<file path="src/rtl/draw_scheduler.sv">
// Purpose : round-robin shares one vga_adapter pixel port between NUM_REQ rectangle-fill requesters.
// Latency : first pixel on the grant cycle, one pixel per clock, done one cycle after the last pixel.
// Backpressure: a requester holds req until its grant; others wait; a w*h draw costs w*h+1 cycles.
//
// Ports:
//   clock, resetn                 clock and async active-low reset
//   req[NUM_REQ]                  level draw requests
//   req_x/req_y/req_w/req_h       per-requester rectangle, packed at [i*W +: W]
//   req_colour                    per-requester fill colour
//   grant, done                   one-cycle one-hot pulses (accepted / finished)
//   busy                          high from grant cycle through last pixel cycle
//   vga_x, vga_y, vga_colour      registered pixel address and colour
//   vga_plot                      registered pixel write enable (low for clipped pixels)
module draw_scheduler #(
  parameter int NUM_REQ = 4,
  parameter int X_W     = 8,
  parameter int Y_W     = 7,
  parameter int COL_W   = 3,
  parameter int SCR_W   = 160,
  parameter int SCR_H   = 120
) (
  input  logic                     clock,
  input  logic                     resetn,
  input  logic [NUM_REQ-1:0]       req,
  input  logic [NUM_REQ*X_W-1:0]   req_x,
  input  logic [NUM_REQ*Y_W-1:0]   req_y,
  input  logic [NUM_REQ*X_W-1:0]   req_w,
  input  logic [NUM_REQ*Y_W-1:0]   req_h,
  input  logic [NUM_REQ*COL_W-1:0] req_colour,
  output logic [NUM_REQ-1:0]       grant,
  output logic [NUM_REQ-1:0]       done,
  output logic                     busy,
  output logic [X_W-1:0]           vga_x,
  output logic [Y_W-1:0]           vga_y,
  output logic [COL_W-1:0]         vga_colour,
  output logic                     vga_plot
);

  localparam int IW = (NUM_REQ > 1) ? $clog2(NUM_REQ) : 1;
  localparam logic [X_W:0] SCR_W_L = (X_W+1)'(SCR_W);
  localparam logic [Y_W:0] SCR_H_L = (Y_W+1)'(SCR_H);

  typedef enum logic {S_IDLE, S_DRAW} state_e;

  state_e             state_q, state_d;
  logic [IW-1:0]      rr_q, rr_d;
  logic [IW-1:0]      win_q, win_d;
  logic [X_W-1:0]     x0_q, x0_d, w_q, w_d, col_q, col_d;
  logic [Y_W-1:0]     y0_q, y0_d, h_q, h_d, row_q, row_d;
  logic [COL_W-1:0]   fill_q, fill_d;
  logic               empty_q, empty_d;

  logic [NUM_REQ-1:0] grant_q, grant_d, done_q, done_d;
  logic               busy_q, busy_d, plot_q, plot_d;
  logic [X_W-1:0]     vx_q, vx_d;
  logic [Y_W-1:0]     vy_q, vy_d;
  logic [COL_W-1:0]   vc_q, vc_d;

  // Round-robin pick: first asserted request at or above the pointer, wrapping.
  logic          found;
  logic [IW-1:0] win;

  always_comb begin
    found = 1'b0;
    win   = '0;
    for (int k = 0; k < NUM_REQ; k++) begin
      if (!found && req[(int'(rr_q) + k) % NUM_REQ]) begin
        found = 1'b1;
        win   = IW'((int'(rr_q) + k) % NUM_REQ);
      end
    end
  end

  // Raster position of the pixel currently on the output.
  logic col_last, row_last;
  assign col_last = ({1'b0, col_q} + (X_W+1)'(1)) == {1'b0, w_q};
  assign row_last = ({1'b0, row_q} + (Y_W+1)'(1)) == {1'b0, h_q};

  logic         emit;
  logic [X_W:0] px;
  logic [Y_W:0] py;

  always_comb begin
    state_d = state_q;
    rr_d    = rr_q;
    win_d   = win_q;
    x0_d    = x0_q;
    y0_d    = y0_q;
    w_d     = w_q;
    h_d     = h_q;
    fill_d  = fill_q;
    empty_d = empty_q;
    col_d   = col_q;
    row_d   = row_q;
    grant_d = '0;
    done_d  = '0;
    busy_d  = 1'b0;
    plot_d  = 1'b0;
    vx_d    = vx_q;
    vy_d    = vy_q;
    vc_d    = vc_q;
    emit    = 1'b0;

    unique case (state_q)
      S_IDLE: begin
        if (found) begin
          state_d        = S_DRAW;
          win_d          = win;
          x0_d           = req_x[int'(win)*X_W +: X_W];
          y0_d           = req_y[int'(win)*Y_W +: Y_W];
          w_d            = req_w[int'(win)*X_W +: X_W];
          h_d            = req_h[int'(win)*Y_W +: Y_W];
          fill_d         = req_colour[int'(win)*COL_W +: COL_W];
          empty_d        = (req_w[int'(win)*X_W +: X_W] == '0) ||
                           (req_h[int'(win)*Y_W +: Y_W] == '0);
          col_d          = '0;
          row_d          = '0;
          grant_d[win]   = 1'b1;
          busy_d         = 1'b1;
          rr_d           = (win == IW'(NUM_REQ-1)) ? '0 : win + IW'(1);
          emit           = 1'b1;
        end
      end
      S_DRAW: begin
        if (empty_q || (col_last && row_last)) begin
          state_d       = S_IDLE;
          done_d[win_q] = 1'b1;
        end else begin
          busy_d = 1'b1;
          emit   = 1'b1;
          if (col_last) begin
            col_d = '0;
            row_d = row_q + Y_W'(1);
          end else begin
            col_d = col_q + X_W'(1);
          end
        end
      end
      default: state_d = S_IDLE;
    endcase

    // One extra address bit so off-screen pixels are detected rather than wrapped.
    px = {1'b0, x0_d} + {1'b0, col_d};
    py = {1'b0, y0_d} + {1'b0, row_d};
    if (emit) begin
      vx_d   = px[X_W-1:0];
      vy_d   = py[Y_W-1:0];
      vc_d   = fill_d;
      plot_d = !empty_d && (px < SCR_W_L) && (py < SCR_H_L);
    end
  end

  always_ff @(posedge clock or negedge resetn) begin
    if (!resetn) begin
      state_q <= S_IDLE;
      rr_q    <= '0;
      win_q   <= '0;
      x0_q    <= '0;
      y0_q    <= '0;
      w_q     <= '0;
      h_q     <= '0;
      fill_q  <= '0;
      empty_q <= 1'b0;
      col_q   <= '0;
      row_q   <= '0;
      grant_q <= '0;
      done_q  <= '0;
      busy_q  <= 1'b0;
      plot_q  <= 1'b0;
      vx_q    <= '0;
      vy_q    <= '0;
      vc_q    <= '0;
    end else begin
      state_q <= state_d;
      rr_q    <= rr_d;
      win_q   <= win_d;
      x0_q    <= x0_d;
      y0_q    <= y0_d;
      w_q     <= w_d;
      h_q     <= h_d;
      fill_q  <= fill_d;
      empty_q <= empty_d;
      col_q   <= col_d;
      row_q   <= row_d;
      grant_q <= grant_d;
      done_q  <= done_d;
      busy_q  <= busy_d;
      plot_q  <= plot_d;
      vx_q    <= vx_d;
      vy_q    <= vy_d;
      vc_q    <= vc_d;
    end
  end

  assign grant      = grant_q;
  assign done       = done_q;
  assign busy       = busy_q;
  assign vga_x      = vx_q;
  assign vga_y      = vy_q;
  assign vga_colour = vc_q;
  assign vga_plot   = plot_q;

endmodule
</file>
<file path="config.mk">
export PLATFORM = sky130hd
export DESIGN_NAME = draw_scheduler
export DESIGN_NICKNAME = d
export VERILOG_FILES = /design/src/rtl/draw_scheduler.sv
export SDC_FILE = /design/constraint.sdc
export NUM_CORES = 1
export LEC_CHECK = 0
export CAP_MARGIN = 15
export CORE_MARGIN = 3
export CORE_UTILIZATION = 45
export DETAILED_ROUTE_END_ITERATION = 12
export PLACE_DENSITY = 0.77
export SYNTH_ARGS = -nofsm -noshare
export SYNTH_HDL_FRONTEND = slang
export SYNTH_SLANG_ARGS = --single-unit
</file>
<file path="constraint.sdc">
create_clock -name clock -period 8.04 [get_ports clock]
set_input_delay 1.608 -clock clock [delete_from_list [all_inputs] [get_ports clock]]
set_output_delay 1.608 -clock clock [all_outputs]
set_load 0.02 [all_outputs]
</file>
==> results.md <==
- Status: completed
- Largest cells by area after synthesis: dfrtp_1 (37%), nand2_1 (7.6%), mux2i_1 (5.9%), o21ai_0 (5.3%), nor2_1 (4.9%)
- DRC violations left: 0
- Arr. time, crit path: 5.84 ns
- Max-slew violations: 0
- Max H-tree Level: 3
- Dpl cell area: 0.00713 sq mm
- Max Clk Rate: 179 MHz
- Number of synthesized flops with an enable pin: 0
- Seq pwr share: 26.2%
- Worst setup margin: 2.46 ns
- Hold Path End: fill_q[2]
- Die height: 116 um
- Fin Setup TNS: 0 ns
- CTS buffer count: 9
- R2R setup slack: 3.49 ns
- Share of the yosys chip area belonging to registers: 37.3%
- Fin crit share: 69.4%
- Maximum vdd drop: 159 uV
- Post-Syn Area per Cell: 8.51 sq um
- Synth Net Count: 799
- CTS tree: done
- Vias in the first global route: 5,081
- Ports: 166
- Clk buf depth: 2
- CTS resizes: 0
- Required time of the critical path: 8.30 ns
- P_leak: 3.29 nW
- Worst r2r dst: vga_plot
- Row count: 39
- Worst-path clk slew: 0.06 ns
- Hold Fails Final Rpt: 0
- Post-synthesis compound-gate area fraction: 14.2%
- GRT Total Usage: 22.7%
- Pre-CTS WS: 2.19 ns
- TritonCTS Sinks: 81
- WS Path Type: in -> reg
- Sw power: 1.22 mW
- Synth area leader: dfrtp_1
- PD cells: 382 mW/mm^2
- Routed Antenna Nets: 0
- Synth top cells by count: nand2_1 (110), dfrtp_1 (81), nor2_1 (71), o21ai_0 (57), nand3_1 (33)
- Post-synthesis xor/xnor area fraction: 5.33%
- Final nets: 942
- Iteration-0 DRC count of the detailed router: 238
- Net Sw Frac: 42.8%
- RSZ-0062 raised after global routing: no
- Comb pwr share: 57.0%
- Per-cell routed wire length: 16.2 um
- Synth Warn #: 0
- Die ar.: 0.0134 sq mm
- Worst skew pair latency: 0.34 ns
- Critical path peak fanout: 42
- Int Pwr: 1.63 mW
- Setup crit start kind: primary input
- Simple-Gate Fraction of Synth Area: 22.8%
- Drt first pass iters: 4
- Worst hold start: fill_q[2]
- Hold_buf cts: 0
- Die extent in x: 116 um
- Post-synthesis mux area share: 10.7%
- Area of the core: 0.0116 sq mm
- Clock root buffer master: clkbuf_16
- Setup Viol. Count Final: 0
- Crit end category: register
- Fillers: 949
- Post-Synth Adder-Cell Area: 5.58%
- Tmin final: 5.58 ns
- Vias: 5,025
- Largest net degree at the start of global routing: 82
- # diodes: 0
- Max Cap Violations: 0
- Synth unique cells: 57
- Post-Synthesis Cells: 638
- Post-synth top area share: 37.3%
- Final HPWL DP: 11,600 um
- Via/cell ratio: 5.41
- RePlAce Congestion: 0.886
- Slew headroom: 33.2%
- Synth Register Bits: 81
- Grt total ovfl: 0
- Final instance area: 0.00748 sq mm
- Largest family of logic cells by synthesized area: simple AND/OR/NAND/NOR gates
- Worst Reg-to-Reg Cells: 18
- Synthesized cell area: 0.00543 sq mm
- Min-Delay Path Depth: 2
- Clock share of power: 16.8%
- Initial Util: 46.7%
- Most frequent cell after synthesis: nand2_1
- Area delta synth->final: 37.8%
- Port buffer count: 165
- Global-route wire length before repair: 23,900 um
- Worst reg2reg path startpoint: col_q[0]
- Detailed Route WL: 15,100 um
- Post-CTS setup buffers: 0
- Slew @ Worst Pin: 1.00 ns
- Clk_skew: 0.00663 ns
- Hold/Removal Path Class: reg -> reg
- Antenna violations before repair: 0
- Layout cells sized above 1: 7.51%
- Async set-or-reset flop fraction in the synthesized netlist: 100%
- Synth Flop Type: dfrtp_1
## area by class of cell
type,instances,area [sq um],share of cell area (%)
Inverter,13,48.8,0.652
Multi-Input combinational cell,505,3180,42.5
Timing Repair Buffer,171,1690,22.6
Clock inverter,7,128,1.71
Tap cell,143,179,2.39
Sequential cell,81,2030,27.1
Clock buffer,9,225,3.01
## stage by stage
step	hold slack (ns)	std cells	total power [mW]	util, %
4_1_cts	0.477	929	2.87	64.4
6_report	0.472	929	2.86	64.4
5_1_grt	0.498	929	3.08	64.4
3_5_place_dp	0.462	913	2.37	61.4
2_1_floorplan	0.440	638	1.89	-
3_3_place_gp	0.453	913	2.31	61.4
## power groups by stage
stage,Clock (mW),Combinational (mW),Sequential (mW)
after floorplan,0,1.13,0.765
after global placement,0,1.56,0.746
after detailed placement,0,1.62,0.756
after CTS,0.488,1.64,0.750
after global routing,0.504,1.81,0.772
final,0.481,1.63,0.749
## how the worst max path moves through the flow
stage          cells past startpoint  slack, ns        to  startpoint
2_1_floorplan                     21       3.03  vga_plot      req[3]
3_3_place_gp                      20       2.43  vga_plot      req[3]
3_5_place_dp                      20       2.19  vga_plot      req[3]
4_1_cts                           20       2.52  vga_plot      req[3]
5_1_grt                           19       2.04  vga_plot      req[3]
6_report                          20       2.46  vga_plot      req[3]
## worst max-delay path, cell delays in order
cell             delay (ns)
clkdlybuf4s50_1        0.58
mux2i_1                0.11
a2bb2oi_1              0.19
and2_1                 0.14
buf_4                  0.37
inv_2                  0.35
nor2_1                 0.19
nor2_1                 0.06
o21ai_0                0.18
o21ai_0                0.15
ha_1                   0.28
fa_1                   0.42
a21o_1                 0.21
nand4_1                0.09
nand4b_1               0.13
and2_1                 0.21
o21ai_0                0.13
and3_1                 0.17
nand4_1                0.09
nor3_1                 0.15
## registers in the layout, summed over array words and instances, names as in the netlist
name and count:
col_q 8, vga_x 8, w_q 8, x0_q 8, h_q 7, row_q 7, vga_y 7, y0_q 7
done 4, grant 4, fill_q 3, vga_colour 3, rr_q 2, win_q 2, busy 1, empty_q 1
vga_plot 1
## cells by family after synthesis
group | Yosys count
simple gates | 271
compound gates | 123
flops | 81
mux | 55
buf+inv | 52
xor+xnor | 33
fa+ha+maj | 23
## layout by cell type (no fill, tap or decap), types with 3 or more instances in the layout
master and count:
nand3_1 33, o2111ai_1 3, nor3b_1 6, buf_4 7
nand2_1 110, a211oi_1 3, clkinv_4 3, o21ai_1 6
xor2_1 15, o21bai_1 5, o21ai_0 57, mux2_2 23
nor2_1 71, o22ai_1 5, a31oi_1 3, ha_1 21
inv_2 3, dfrtp_1 81, nand4_1 8, bufinv_16 3
clkdlybuf4s50_1 164, nor2b_1 5, and2_1 9, xnor2_1 18
a21o_1 8, nand2b_1 3, clkbuf_16 9, nor3_1 9
and3_1 4, a21oi_1 18, inv_1 10, mux2i_1 32
## per-layer routing
metal,GRT usage [%],part of all wire (%),up-vias,wire [um]
met4,8.04,2.0,0,308
met5,0,0,-,0
li1,-,-,2490,-
met1,28.1,42,2316,6390
met3,5.74,8.9,22,1350
met2,38.5,47,197,7030
Power figures use the tool's default switching activity.
